File: config.mk
export PLATFORM = sky130hd
export DESIGN_NAME = pwm_ramp_generator
export DESIGN_NICKNAME = d
export VERILOG_FILES = /design/src/rtl/pwm_pkg.sv /design/src/rtl/pwm_period_counter.sv /design/src/rtl/pwm_ramp_generator.sv
export SDC_FILE = /design/constraint.sdc
export NUM_CORES = 1
export LEC_CHECK = 0
export BUFFER_PORTS_ARGS = -buffer_cell sky130_fd_sc_hd__buf_2
export CORE_MARGIN = 5
export CORE_UTILIZATION = 30
export DETAILED_ROUTE_END_ITERATION = 10
export RECOVER_POWER = 100
export SLEW_MARGIN = 20
export SYNTH_ARGS = -nofsm -noshare
export SYNTH_HDL_FRONTEND = slang
export SYNTH_SLANG_ARGS = --single-unit
File: constraint.sdc
create_clock -name clk -period 13.14 [get_ports clk]
set_input_delay 3.942 -clock clk [delete_from_list [all_inputs] [get_ports clk]]
set_output_delay 3.942 -clock clk [all_outputs]
set_load 0.02 [all_outputs]
File: src/rtl/pwm_pkg.sv
// Shared PWM definitions: default period/width/step and the ramp FSM state type.
package pwm_pkg;
    localparam int PWM_PERIOD    = 1200;
    localparam int PWM_DUTY_W    = 12;
    localparam int PWM_RAMP_STEP = 12;

    typedef logic [PWM_DUTY_W-1:0] duty_t;

    typedef enum logic {IDLE, RUN} pwm_ramp_state_t;
endpackage

File: src/rtl/pwm_period_counter.sv
// Free-running PWM period counter with a one-cycle tick on the last count.
module pwm_period_counter
    import pwm_pkg::*;
#(
    parameter int PERIOD = PWM_PERIOD,
    parameter int CNT_W  = PWM_DUTY_W
) (
    input  logic             clk,
    input  logic             rst,
    input  logic             clear,
    input  logic             active,
    output logic [CNT_W-1:0] cnt,
    output logic             period_tick
);
    localparam logic [CNT_W-1:0] LAST = CNT_W'(PERIOD - 1);

    // Held at zero while inactive so a restart always begins a full period.
    always_ff @(posedge clk) begin
        if (rst || clear || !active)
            cnt <= '0;
        else if (cnt == LAST)
            cnt <= '0;
        else
            cnt <= cnt + 1'b1;
    end

    assign period_tick = active && (cnt == LAST);
endmodule

File: src/rtl/pwm_ramp_generator.sv
// PWM output stage: duty is stepped or slewed toward the clamped target at period boundaries only.
module pwm_ramp_generator
    import pwm_pkg::*;
#(
    parameter int PERIOD    = PWM_PERIOD,
    parameter int RAMP_STEP = PWM_RAMP_STEP,
    parameter int DUTY_W    = PWM_DUTY_W
) (
    input  logic              clk,
    input  logic              rst,
    input  logic              enable,
    input  logic [DUTY_W-1:0] base_duty,
    input  logic              ramp_enable,
    output logic              pwm_out,
    output logic [DUTY_W-1:0] duty_now,
    output logic              period_tick,
    output logic              at_target
);
    localparam logic [DUTY_W-1:0] FULL   = DUTY_W'(PERIOD);
    localparam logic [DUTY_W:0]   STEP_X = (DUTY_W+1)'(RAMP_STEP);

    pwm_ramp_state_t   state, state_d;
    logic [DUTY_W-1:0] cnt, tgt, duty_step, duty_d;
    logic [DUTY_W:0]   up_x, gap_x;
    logic              pwm_d, at_d;

    pwm_period_counter #(.PERIOD(PERIOD), .CNT_W(DUTY_W)) u_period (
        .clk         (clk),
        .rst         (rst),
        .clear       (!enable),
        .active      (state == RUN),
        .cnt         (cnt),
        .period_tick (period_tick)
    );

    assign tgt   = (base_duty > FULL) ? FULL : base_duty;
    assign up_x  = {1'b0, duty_now} + STEP_X;
    assign gap_x = {1'b0, duty_now} - {1'b0, tgt};

    // Extra bit on both slews lands exactly on the target instead of wrapping.
    always_comb begin
        duty_step = duty_now;
        if (!ramp_enable)
            duty_step = tgt;
        else if (duty_now < tgt)
            duty_step = (up_x >= {1'b0, tgt}) ? tgt : up_x[DUTY_W-1:0];
        else if (duty_now > tgt)
            duty_step = (gap_x <= STEP_X) ? tgt : duty_now - STEP_X[DUTY_W-1:0];
    end

    always_comb begin
        state_d = state;
        duty_d  = duty_now;
        case (state)
            IDLE:    if (enable)  state_d = RUN;
            RUN:     if (!enable) state_d = IDLE;
            default: state_d = IDLE;
        endcase
        if (!enable || state == IDLE)
            duty_d = '0;
        else if (period_tick)
            duty_d = duty_step;
        pwm_d = enable && (state == RUN) && (cnt < duty_now);
        at_d  = (state == RUN) && (duty_now == tgt);
    end

    always_ff @(posedge clk) begin
        if (rst) begin
            state     <= IDLE;
            duty_now  <= '0;
            pwm_out   <= 1'b0;
            at_target <= 1'b0;
        end else begin
            state     <= state_d;
            duty_now  <= duty_d;
            pwm_out   <= pwm_d;
            at_target <= at_d;
        end
    end
endmodule

After elaboration in Yosys (flattened, before gate mapping) --
Index checks and enable logic that the tools add are counted.
Word-level totals: bits in registers 27, bits in latches 0, RAM bits 0, memory bits (read-only) 0, input port bits 16, output and inout bits 15, word-level logic and storage cells 38, memories 0
Cells by class: $add $sub $neg 4, $mul 0, div/mod/pow operators 0, magnitude comparators 6, eq/ne operators 3, shift-type cells 0, mux-type cells 7, bitwise operators 1, reduce and logical (&&, ||, !) cells 12
Operators by type and width (number):
- $mux W12 | 6
- $lt A12 B12 Y1 | 2
- $add A12 B4 Y13 const B | 1
- $ge A13 B12 Y1 | 1
- $le A13 B4 Y1 const B | 1
- $sub A12 B12 Y13 | 1
- $add A12 B1 Y12 const B | 1
- $eq A12 B11 Y1 const B | 1
- $eq A12 B12 Y1 | 1
- $gt A12 B11 Y1 const B | 1
- $gt A12 B12 Y1 | 1
- $sub A12 B4 Y12 const B | 1
- $logic_and A1 B1 Y1 | 4
- $reduce_or A2 Y1 | 2
- $logic_or A1 B1 Y1 | 3
- $ne A3 B1 Y1 const B | 1
- $logic_not A1 Y1 | 2
- $reduce_and A2 Y1 | 1
- $mux W1 | 1
- $not A1 Y1 | 1

Longest topological paths before layout --
Gate-level depths: netlist of the first run.
depth in word-level cells 8, gate-level depth with buffers 17, gate-level depth less buffers 16

By module --
A second synthesis of the first run with hierarchy kept.
Second synthesis, totals: cells, all modules 406, area, all modules 3096.7 um^2
By module, submodules not included:
- pwm_ramp_generator | times used 1, cells each 347, area each 2546.2 um^2, sequential area each 300.3 um^2
- pwm_period_counter | times used 1, cells each 59, area each 550.5 um^2, sequential area each 240.2 um^2

Worst setup path before layout of the first run --
No wires, ideal clock.
kind input to register, start point input base_duty[7], end point register duty_now[9], library setup time 0.086 ns, arrival 7.568 ns, data required time 13.054 ns, setup slack 5.486 ns, stages 16, buffers on the path 0, cell sequence a211o_1 > a21oi_1 > inv_1 > a31oi_2 > nand2_1 > ha_1 > nor2b_1 > o21a_1 > o31a_2 > o21a_1 > o21ai_0 > nand4_1 > nor4_4 > mux2_1 > o2111a_1 > a211oi_1
Between the ends: cells in the longest elaborated chain, start to end 8, elaborated cells on any way between the ends 14, classes of those cells 1 x add/sub; 5 x order compare; 1 x eq/ne; 6 x mux; 1 x reduce/logical
RTL lines:
- start: declaration | RTL line pwm_ramp_generator.sv:12 | input logic [DUTY_W-1:0] base_duty,
- $gt A12 B11 Y1 | RTL line pwm_ramp_generator.sv:36 | assign tgt = (base_duty > FULL) ? FULL : base_duty;
- $mux W12 (*) | RTL line pwm_ramp_generator.sv:36
- $sub A12 B12 Y13 | RTL line pwm_ramp_generator.sv:38 | assign gap_x = {1'b0, duty_now} - {1'b0, tgt};
- $le A13 B4 Y1 | RTL line pwm_ramp_generator.sv:48 | duty_step = (gap_x <= STEP_X) ? tgt : duty_now - STEP_X[DUTY_W-1:0];
- $mux W12 | RTL line pwm_ramp_generator.sv:48
- $mux W12 | RTL line pwm_ramp_generator.sv:47 | else if (duty_now > tgt)
- $mux W12 | RTL line pwm_ramp_generator.sv:45 | else if (duty_now < tgt)
- $mux W12 | RTL line pwm_ramp_generator.sv:43 | if (!ramp_enable)
- end signal: assignment | RTL line pwm_ramp_generator.sv:75 | duty_now <= duty_d;
- end: declaration | RTL line pwm_ramp_generator.sv:15 | output logic [DUTY_W-1:0] duty_now,
Mark *: on every way between the ends. The rest lies on a longest branch, timed or not. The select of a mux whose other input is x is not followed. A chain may end at the register's enable or synchronous reset.

Worst setup path in the final report of the first run --
start point input base_duty[9], end point register duty_now[0]
Same word-level chain as after synthesis.

==> flow_metrics.env, run 1 <==
export IMPL_grt_pass1_wl_um=15680
export IMPL_synthTopCellsByCount="nand2_1 (40), nor2_1 (31), ha_1 (30), a21oi_1 (29)"
export IMPL_rsz0062_at_grt="no"
export IMPL_fin_area_um2=3294
export IMPL_final_setup_worst_slack_ns=3.170
export IMPL_cts_buffers=3
export IMPL_ant_nets=0
export IMPL_violations="capacitance limit, slew limit"
export IMPL_fin_tns_setup_ns=0
export IMPL_synth_area_top_cells="dfxtp_1 (18%), ha_1 (12%), xnor2_1 (5.5%), nand2_1 (4.9%), a21oi_1 (4.8%)"
export IMPL_setup_viol=0
export IMPL_grt_pass1_vias=3137
export IMPL_ir_drop_v=0.00003903
export IMPL_async_reset_ff_share_pct=0
export IMPL_multi_input_area_um2=2328
export IMPL_antenna_found_initial=0
export IMPL_critPathCaptureType="register"
export IMPL_seq_area_um2=540.5
export IMPL_ys_ff_latch=27
export IMPL_area_growth_pct=8.131
export IMPL_core_um2=9819
export IMPL_syn_area_um2=3047
export IMPL_routedWlPerCell_um=16.51
export IMPL_rr_worst_depth=12
export IMPL_portBuffers=30
export IMPL_ff2ff_setup_slack_ns=8.03
export IMPL_synth_top_area_share_pct=17.74
export IMPL_htree_num_levels=1
export IMPL_ys_types=66
export IMPL_grt_overflow_total=0
export IMPL_place_hpwl_um=7421
export IMPL_yosys_warnings=0
export IMPL_rows=36
export IMPL_cts_setup_buffers=0
export IMPL_dpl_instance_area_um2=3293
export IMPL_ys_seq_area_share_pct=17.74
export IMPL_routed_via_density=5.674
export IMPL_cp_data_required_time_ns=13.32
export IMPL_fin_crit_ns=9.970
export IMPL_dpl_worst_slack_ns=4.369
export IMPL_p_clk_share_pct=32.3
export IMPL_antenna_cells=0
export IMPL_maxCapViolCount=1
export IMPL_powerDensity_nw_per_um2=50.09
export IMPL_wl_um=9377
export IMPL_min_from="u_period.cnt[0]$_SDFF_PP0_"
export IMPL_yosysMostFrequentCell="nand2_1"
export IMPL_fin_skew_ns=0.004443
export IMPL_place_congestion=0.9142
export IMPL_p_leak_nw=1.102
export IMPL_insertion_delay_ns=0.29
export IMPL_post_route_period_util_pct=75.88
export IMPL_dr_pass1_iters=5
export IMPL_cts_path_max_buffers=2
export IMPL_chipHeight_um=110.8
export IMPL_layout_drive_gt1_share_pct=6.437
export IMPL_grt_usage_pct=14.99
export IMPL_boundaryPins=31
export IMPL_tightestPinTransition_ns=2.097
export IMPL_cp_start_kind="input pin"
export IMPL_avgSynthCellArea_um2=7.324
export IMPL_fillers=1113
export IMPL_synth_top_cell_by_area="dfxtp_1"
export IMPL_slowest_delay_ns=1.64
export IMPL_criticalPathCategory="in -> reg"
export IMPL_vias=3223
export IMPL_status="finished, violations left"
export IMPL_cp_slowest_cell="nor4_1"
export IMPL_finalNetCount=482
export IMPL_relSlewSlack_pct=-41.09
export IMPL_hold_viol_final=0
export IMPL_post_cts_resize_count=0
export IMPL_hold_end="u_period.cnt[0]$_SDFF_PP0_"
export IMPL_critPathMaxFanout=13
export IMPL_worstHoldPathType="reg -> reg"
export IMPL_cts_tree="yes"
export IMPL_die_x_um=110.8
export IMPL_netlist_instances=416
export IMPL_path_clk_slew_ns=0.11
export IMPL_start_util_pct=31.03
export IMPL_cts_sinks=27
export IMPL_clockRootBuffer="clkbuf_8"
export IMPL_maxSlewViolCount=14
export IMPL_grt_max_degree=18
export IMPL_combPwrFrac_pct=17.9
export IMPL_drt_iter0_drc=244
export IMPL_synth_edf_count=0
export IMPL_drcViolationCount=0
export IMPL_hold_buffers=0
export IMPL_arrival_ns=10.15
export IMPL_p_int_w=0.0001146
export IMPL_yosys_most_used_dff="dfxtp_1"
export IMPL_path_cells="clkbuf_1 > a211o_1 > a21oi_1 > inv_1 > a31oi_1 > nand2_1 > ha_1 > nor2b_1 > o21ai_0 > a31oi_1 > o21ai_0 > a2111o_1 > o211ai_1 > nor4_1 > nand2b_1 > nand3_1 > mux2i_1"
export IMPL_dieArea_um2=12270
export IMPL_r2r_end="duty_now[0]$_SDFFE_PP0P_"
export IMPL_power_frac_seq_pct=49.8
export IMPL_hold_depth=1
export IMPL_switchingPower_w=0.00005040
export IMPL_swShare_pct=30.54
export IMPL_r2r_start="duty_now[2]$_SDFFE_PP0P_"
export IMPL_max_freq_mhz=100.3
[power groups by stage]
| stage | combinational [W] | sequential [W] | clock (W) |
|---|---|---|---|
| after floorplan | 0.0000209 | 0.0000841 | 0 |
| after global placement | 0.0000292 | 0.0000841 | 0 |
| after detailed placement | 0.0000293 | 0.0000841 | 0 |
| after CTS | 0.0000295 | 0.0000822 | 0.0000544 |
| after global routing | 0.0000324 | 0.0000823 | 0.0000575 |
| final | 0.0000295 | 0.0000822 | 0.0000533 |
[kinds of logic (layout without fill, tap and decap cells)]
family | after synthesis | after routing | share of synthesized area [%]
flip-flops | 27 | 27 | 17.74
multiplexers | 7 | 7 | 2.382
AND/OR/NAND/NOR | 161 | 161 | 27.27
buffers and inverters | 37 | 55 | 5.010
AO/OA/AOI/OAI | 126 | 126 | 27.35
other | 1 | 2 | 0.1231
XOR/XNOR | 26 | 26 | 7.474
adder cells (fa/ha/maj) | 31 | 31 | 12.65
[placed cells by master (no fill, tap or decap), types with 6 or more instances in the layout]
master	count
o21ai_0	28
nor3_1	13
inv_1	21
nand2_1	40
nand3_1	14
xnor2_1	19
o21a_1	6
nor2b_1	7
o211ai_1	7
ha_1	30
dfxtp_1	27
xor2_1	7
nor4_1	11
a31oi_1	13
buf_2	14
nor2_1	31
a21oi_1	29
nand4_1	17
clkbuf_1	16
a21o_1	8
[stage by stage]
stage                     utilization (%)  cells  hold slack (ns)  power [W]
after floorplan                         -    417           0.4205  0.0001050
after global placement              33.54    564           0.4394  0.0001133
after detailed placement            33.54    564           0.4519  0.0001135
after CTS                           34.05    568           0.4687  0.0001661
after global routing                33.55    568           0.5269  0.0001723
final                               33.55    568           0.4655  0.0001650
[per-layer routing]
layer | GRT usage [%] | vias up | part of all wire (%) | wire length [um]
met4 | 4.762 | 0 | 2.3 | 219
met3 | 2.183 | 25 | 5.3 | 493
li1 | - | 1590 | - | -
met2 | 24.23 | 121 | 45 | 4241
met1 | 20.49 | 1487 | 47 | 4422
met5 | 0 | - | 0 | 0
[registers in the layout (all words and copies together), names as in the netlist]
| signal | flops |
|---|---|
| pwm_out | 1 |
| at_target | 1 |
| state | 1 |
| u_period.cnt | 12 |
| duty_now | 12 |
[cell type report]
| class | instances | area share (%) |
|---|---|---|
| Clock inverter | 1 | 0.2659 |
| Sequential cell | 27 | 16.41 |
| Tap cell | 133 | 5.051 |
| Multi-Input combinational cell | 353 | 70.68 |
| Inverter | 21 | 2.393 |
| Clock buffer | 3 | 1.253 |
| Timing Repair Buffer | 30 | 3.950 |
[critical path: cells and delay by family]
| kind | cells | cell delay [ns] |
|---|---|---|
| adders and majority gates | 1 | 0.36 |
| buffers and inverters | 2 | 0.21 |
| and+or+nand+nor | 5 | 2.58 |
| AOI/OAI and AO/OA | 8 | 2.89 |
| muxes | 1 | 0.16 |
[worst max-delay path by stage]
stage	startpoint	to	slack, ns	cells after the start
after global placement	base_duty[7]	duty_now[9]$_SDFFE_PP0P_	4.50	17
after CTS	base_duty[7]	duty_now[9]$_SDFFE_PP0P_	4.65	17
after detailed placement	base_duty[7]	duty_now[9]$_SDFFE_PP0P_	4.37	17
after floorplan	base_duty[7]	duty_now[9]$_SDFFE_PP0P_	5.49	16
final	base_duty[9]	duty_now[0]$_SDFFE_PP0P_	3.17	17
after global routing	base_duty[9]	duty_now[9]$_SDFFE_PP0P_	2.60	17
(Power assumes the default switching activity.)
==> run 2, diff against run 1 <==
Clock period 13.14 ns to 9.6 ns, I/O delays scaled along.
==> run 2 against run 1 <==
The run now ends clean. Die area unchanged. Count of clock-buffer cells in the layout unchanged. Global-route usage up 0.059 points. Flip-flop and latch count unchanged. Combinational power up 37%. Highest routed layer unchanged.
==> flow_metrics.env, run 2 (synthesis results as in run 1) <==
export IMPL_status="finished clean"
export IMPL_multi_input_area_um2=2344
export IMPL_layout_drive_gt1_share_pct=6.667
export IMPL_rsz0062_at_grt="no"
export IMPL_grt_usage_pct=15.05
export IMPL_drcViolationCount=0
export IMPL_hold_buffers=0
export IMPL_p_leak_nw=1.111
export IMPL_core_um2=9819
export IMPL_dr_pass1_iters=5
export IMPL_vias=3215
export IMPL_routed_via_density=5.660
export IMPL_cts_sinks=27
export IMPL_place_hpwl_um=7391
export IMPL_boundaryPins=31
export IMPL_antenna_cells=0
export IMPL_place_congestion=0.9144
export IMPL_die_x_um=110.8
export IMPL_fin_util_pct=33.70
export IMPL_worstHoldPathType="reg -> reg"
export IMPL_critPathMaxFanout=13
export IMPL_maxSlewViolCount=0
export IMPL_setup_viol=0
export IMPL_use_met1_pct=20.73
export IMPL_path_cells="buf_2 > a211o_1 > a21oi_1 > inv_1 > a31oi_1 > nand2_1 > ha_1 > nor2b_1 > o21ai_0 > a31oi_1 > o21ai_0 > a2111o_1 > o211ai_1 > nor4_4 > mux2_1 > o2111a_1 > a211oi_1"
export IMPL_grt_overflow_total=0
export IMPL_cts_setup_buffers=0
export IMPL_portBuffers=30
export IMPL_cts_buffers=3
export IMPL_met2_usage_pct=24.84
export IMPL_relSlewSlack_pct=44.93
export IMPL_area_growth_pct=8.624
export IMPL_crit_buf_inv=2
export IMPL_arrival_ns=8.15
export IMPL_fin_tns_setup_ns=0
export IMPL_final_cell_mix="nand2_1 (40), nor2_1 (31), ha_1 (30)"
export IMPL_max_freq_mhz=125.9
export IMPL_power_w=0.0002251
export IMPL_rows=36
export IMPL_htree_num_levels=1
export IMPL_maxCapViolCount=0
export IMPL_ant_nets=0
export IMPL_start_util_pct=31.03
export IMPL_dpl_instance_area_um2=3293
export IMPL_seq_area_um2=540.5
export IMPL_final_common_cell="nand2_1"
export IMPL_cp_slowest_cell="nor4_4"
export IMPL_fin_skew_ns=0.005577
export IMPL_top_usage_layer="met2"
export IMPL_fin_crit_ns=7.941
export IMPL_criticalPathCategory="in -> reg"
export IMPL_antenna_found_initial=0
export IMPL_top_regs="duty_now (12), u_period.cnt (12)"
export IMPL_cp_data_required_time_ns=9.81
export IMPL_chipHeight_um=110.8
export IMPL_insertion_delay_ns=0.28
export IMPL_critPathCaptureType="register"
export IMPL_place_inst=564
export IMPL_drt_iter0_drc=231
export IMPL_cts_path_max_buffers=2
export IMPL_crit_family="compound AO/OA/AOI/OAI gates"
export IMPL_grt_pass1_vias=3101
export IMPL_hold_viol_final=0
export IMPL_fin_area_um2=3309
export IMPL_path_clk_slew_ns=0.11
export IMPL_fillers=1100
export IMPL_grt_pass1_wl_um=15860
export IMPL_dieArea_um2=12270
export IMPL_routedWlPerCell_um=16.64
export IMPL_tightestPinTransition_ns=0.8222
export IMPL_ir_drop_v=0.00005584
export IMPL_post_route_period_util_pct=82.72
export IMPL_grt_max_degree=18
export IMPL_fin_cells=568
export IMPL_finalNetCount=482
export IMPL_powerDensity_nw_per_um2=68.02
export IMPL_cp_start_kind="input pin"
export IMPL_wl_um=9449
export IMPL_clockRootBuffer="clkbuf_8"
export IMPL_cts_tree="yes"
export IMPL_slowest_delay_ns=0.70
export IMPL_grt_use_met3_pct=2.456
export IMPL_post_cts_resize_count=0
[run 2: routing by layer]
layer | part of all wire (%) | up-vias
met4 | 1.7 | 0
met5 | 0 | -
met1 | 46 | 1486
met3 | 5.5 | 18
met2 | 46 | 128
li1 | - | 1583
[run 2: path summary, 6_finish.rpt]
path / start / slack [ns] / to / cells past startpoint
max: base_duty[9] / 1.66 / duty_now[9]$_SDFFE_PP0P_ / 17
min: u_period.cnt[0]$_SDFF_PP0_ / 0.46 / u_period.cnt[0]$_SDFF_PP0_ / 1
max reg2reg: duty_now[2]$_SDFFE_PP0P_ / 5.45 / duty_now[9]$_SDFFE_PP0P_ / 12
min reg2reg: u_period.cnt[0]$_SDFF_PP0_ / 0.46 / u_period.cnt[0]$_SDFF_PP0_ / 1
[run 2: cell type report]
cell class                      instances  share of cell area [%]
Multi-Input combinational cell        353                   70.81
Sequential cell                        27                   16.33
Tap cell                              133                   5.028
Timing Repair Buffer                   30                   3.932
Inverter                               21                   2.382
Clock buffer                            3                   1.248
Clock inverter                          1                  0.2647
[run 2: worst register-to-register path: cells and delay by family, from the launching register on]
family	cells	cell delay (ns)
adder cells (fa/ha/maj)	1	0.39
AO/OA/AOI/OAI	6	1.67
AND/OR/NAND/NOR	3	0.96
flip-flops	1	0.53
buffers and inverters	1	0.16
multiplexers	1	0.38
[run 2: per-stage QoR]
stage	hold slack [ns]	worst slack, ns
after floorplan	0.4205	3.008
after global placement	0.4394	2.019
after detailed placement	0.4519	1.921
after CTS	0.4686	2.213
after global routing	0.5255	1.235
final	0.4615	1.659
[run 2: where the power goes]
group          internal [W]  switching [W]
registers          0.000112    0.000000256
clock network     0.0000306      0.0000414
logic             0.0000139      0.0000266
==> run 3, diff against run 2 <==
Clock period 9.6 ns to 7.7 ns, I/O delays scaled along.
==> run 3 against run 2 <==
Setup slack got worse by 1.0 ns. Flip-flop and latch count stayed put. Hold slack better by 0.0049 ns. Sequential power up 24%. Core utilization up 0.25 points. Routed wire length shrank 1.8%. Count of clock-buffer cells in the layout is the same. Power up 25%. Non-clock buffer count up 3. Sequential share of layout area down 0.12 points. Critical endpoint unchanged.
==> flow_metrics.env, run 3 (synthesis results as in run 1) <==
export IMPL_status="finished clean"
export IMPL_critPathMaxFanout=13
export IMPL_final_common_cell="nand2_1"
export IMPL_tightestPinTransition_ns=0.8262
export IMPL_final_setup_worst_slack_ns=0.6578
export IMPL_ant_nets=0
export IMPL_crit_family="compound AO/OA/AOI/OAI gates"
export IMPL_drt_iter0_drc=281
export IMPL_criticalPathCategory="in -> reg"
export IMPL_slowest_delay_ns=0.62
export IMPL_grt_usage_pct=14.90
export IMPL_cp_slowest_cell="a31oi_1"
export IMPL_wl_um=9277
export IMPL_finalNetCount=485
export IMPL_vias=3256
export IMPL_critPathCaptureType="register"
export IMPL_grt_pass1_vias=3098
export IMPL_area_growth_pct=9.446
export IMPL_grt_pass1_wl_um=15560
export IMPL_chipHeight_um=110.8
export IMPL_cp_data_required_time_ns=7.90
export IMPL_path_cells="clkbuf_1 > a211o_1 > a21oi_1 > inv_1 > a31oi_1 > nand2_1 > ha_1 > nor2b_1 > o21ai_1 > a2111oi_0 > nor4_1 > a21boi_0 > o22ai_1 > nor4_4 > buf_4 > mux2_1 > o2111a_1 > a211oi_1"
export IMPL_cts_buffers=3
export IMPL_core_um2=9819
export IMPL_cp_start_kind="input pin"
export IMPL_antenna_found_initial=0
export IMPL_min_from="u_period.cnt[0]$_SDFF_PP0_"
export IMPL_antenna_cells=0
export IMPL_drcViolationCount=0
export IMPL_final_cell_mix="nand2_1 (40), nor2_1 (32), ha_1 (30)"
export IMPL_rr_worst_depth=13
export IMPL_r2r_start="duty_now[2]$_SDFFE_PP0P_"
export IMPL_path_clk_slew_ns=0.11
export IMPL_clockRootBuffer="clkbuf_8"
export IMPL_dieArea_um2=12270
export IMPL_post_cts_resize_count=0
export IMPL_grt_max_degree=18
export IMPL_top_regs="duty_now (12), u_period.cnt (12)"
export IMPL_fin_area_um2=3334
export IMPL_max_freq_mhz=142.0
export IMPL_hold_buffers=0
export IMPL_cp_endpoint="duty_now[9]$_SDFFE_PP0P_"
export IMPL_boundaryPins=31
export IMPL_powerDensity_nw_per_um2=84.20
export IMPL_grt_overflow_total=0
export IMPL_insertion_delay_ns=0.29
export IMPL_worstHoldPathType="reg -> reg"
export IMPL_setup_viol=0
export IMPL_fillers=1084
export IMPL_arrival_ns=7.24
export IMPL_power_w=0.0002808
export IMPL_htree_num_levels=1
export IMPL_rsz0062_at_grt="no"
export IMPL_die_x_um=110.8
export IMPL_start_util_pct=31.03
export IMPL_path_depth=18
export IMPL_cts_setup_buffers=0
export IMPL_fin_tns_setup_ns=0
export IMPL_place_hpwl_um=7353
export IMPL_rows=36
export IMPL_hold_viol_final=0
export IMPL_portBuffers=30
export IMPL_p_leak_nw=1.128
export IMPL_cts_sinks=27
export IMPL_post_route_period_util_pct=91.46
export IMPL_place_congestion=0.9225
export IMPL_dr_pass1_iters=5
export IMPL_fin_crit_ns=7.042
export IMPL_layout_drive_gt1_share_pct=7.306
export IMPL_fin_skew_ns=0.01063
export IMPL_dpl_instance_area_um2=3316
export IMPL_maxCapViolCount=0
export IMPL_ir_drop_v=0.00006528
export IMPL_routedWlPerCell_um=16.25
export IMPL_maxSlewViolCount=0
export IMPL_ff2ff_setup_slack_ns=3.75
export IMPL_crit_buf_inv=3
export IMPL_cts_tree="yes"
export IMPL_crit_path_start="base_duty[7]"
export IMPL_r2r_end="duty_now[9]$_SDFFE_PP0P_"
export IMPL_routed_via_density=5.702
export IMPL_dpl_worst_slack_ns=0.7432
export IMPL_relSlewSlack_pct=44.67
export IMPL_cts_path_max_buffers=2
[run 3: changes by cell type in the layout (fill, tap and decap cells not counted), sizes merged]
cell and delta:
buf +3
[run 3: worst min path at each step]
| stage | end | slack [ns] | cells past startpoint |
|---|---|---|---|
| 2_1_floorplan | u_period.cnt[0]$_SDFF_PP0_ | 0.42 | 1 |
| 3_3_place_gp | u_period.cnt[0]$_SDFF_PP0_ | 0.44 | 1 |
| 3_5_place_dp | u_period.cnt[0]$_SDFF_PP0_ | 0.45 | 1 |
| 4_1_cts | u_period.cnt[0]$_SDFF_PP0_ | 0.48 | 1 |
| 5_1_grt | u_period.cnt[0]$_SDFF_PP0_ | 0.51 | 1 |
| 6_report | u_period.cnt[0]$_SDFF_PP0_ | 0.47 | 1 |
[run 3: through the flow]
| step | std cells | utilization (%) | hold WS (ns) |
|---|---|---|---|
| floorplan | 417 | - | 0.4205 |
| global placement | 567 | 33.77 | 0.4419 |
| detailed placement | 567 | 33.77 | 0.4500 |
| CTS | 571 | 34.28 | 0.4763 |
| global route | 571 | 33.96 | 0.5063 |
| finish | 571 | 33.96 | 0.4665 |
[run 3: routing by layer]
metal	routed length, um	track usage [%]
met1	4332	19.77
met3	423	2.238
met4	174	4.680
met5	0	0
met2	4347	24.80
[run 3: cell type report]
cell class / instances / area, um2 / area share [%]
multi-input cells: 353 / 2346 / 70.36
flip-flops and latches: 27 / 540.5 / 16.21
well taps: 133 / 166.4 / 4.991
repair buffers: 33 / 152.6 / 4.578
inverters: 21 / 78.83 / 2.364
clock buffers: 3 / 41.29 / 1.238
clock inverters: 1 / 8.758 / 0.2627
[run 3: worst register-to-register path, stage by stage, from the launching register on]
cell	delay [ns]
dfxtp_1	0.54
inv_1	0.14
ha_1	0.39
nor2b_1	0.25
o21ai_1	0.26
a2111oi_0	0.48
nor4_1	0.11
a21boi_0	0.33
o22ai_1	0.20
nor4_4	0.15
buf_4	0.24
mux2_1	0.34
o2111a_1	0.23
a211oi_1	0.19
[run 3: power breakdown]
part           leakage (nW)  internal, W  switching [W]
clock                0.0261    0.0000382      0.0000506
combinational         0.884    0.0000180      0.0000337
sequential            0.218     0.000140    0.000000341
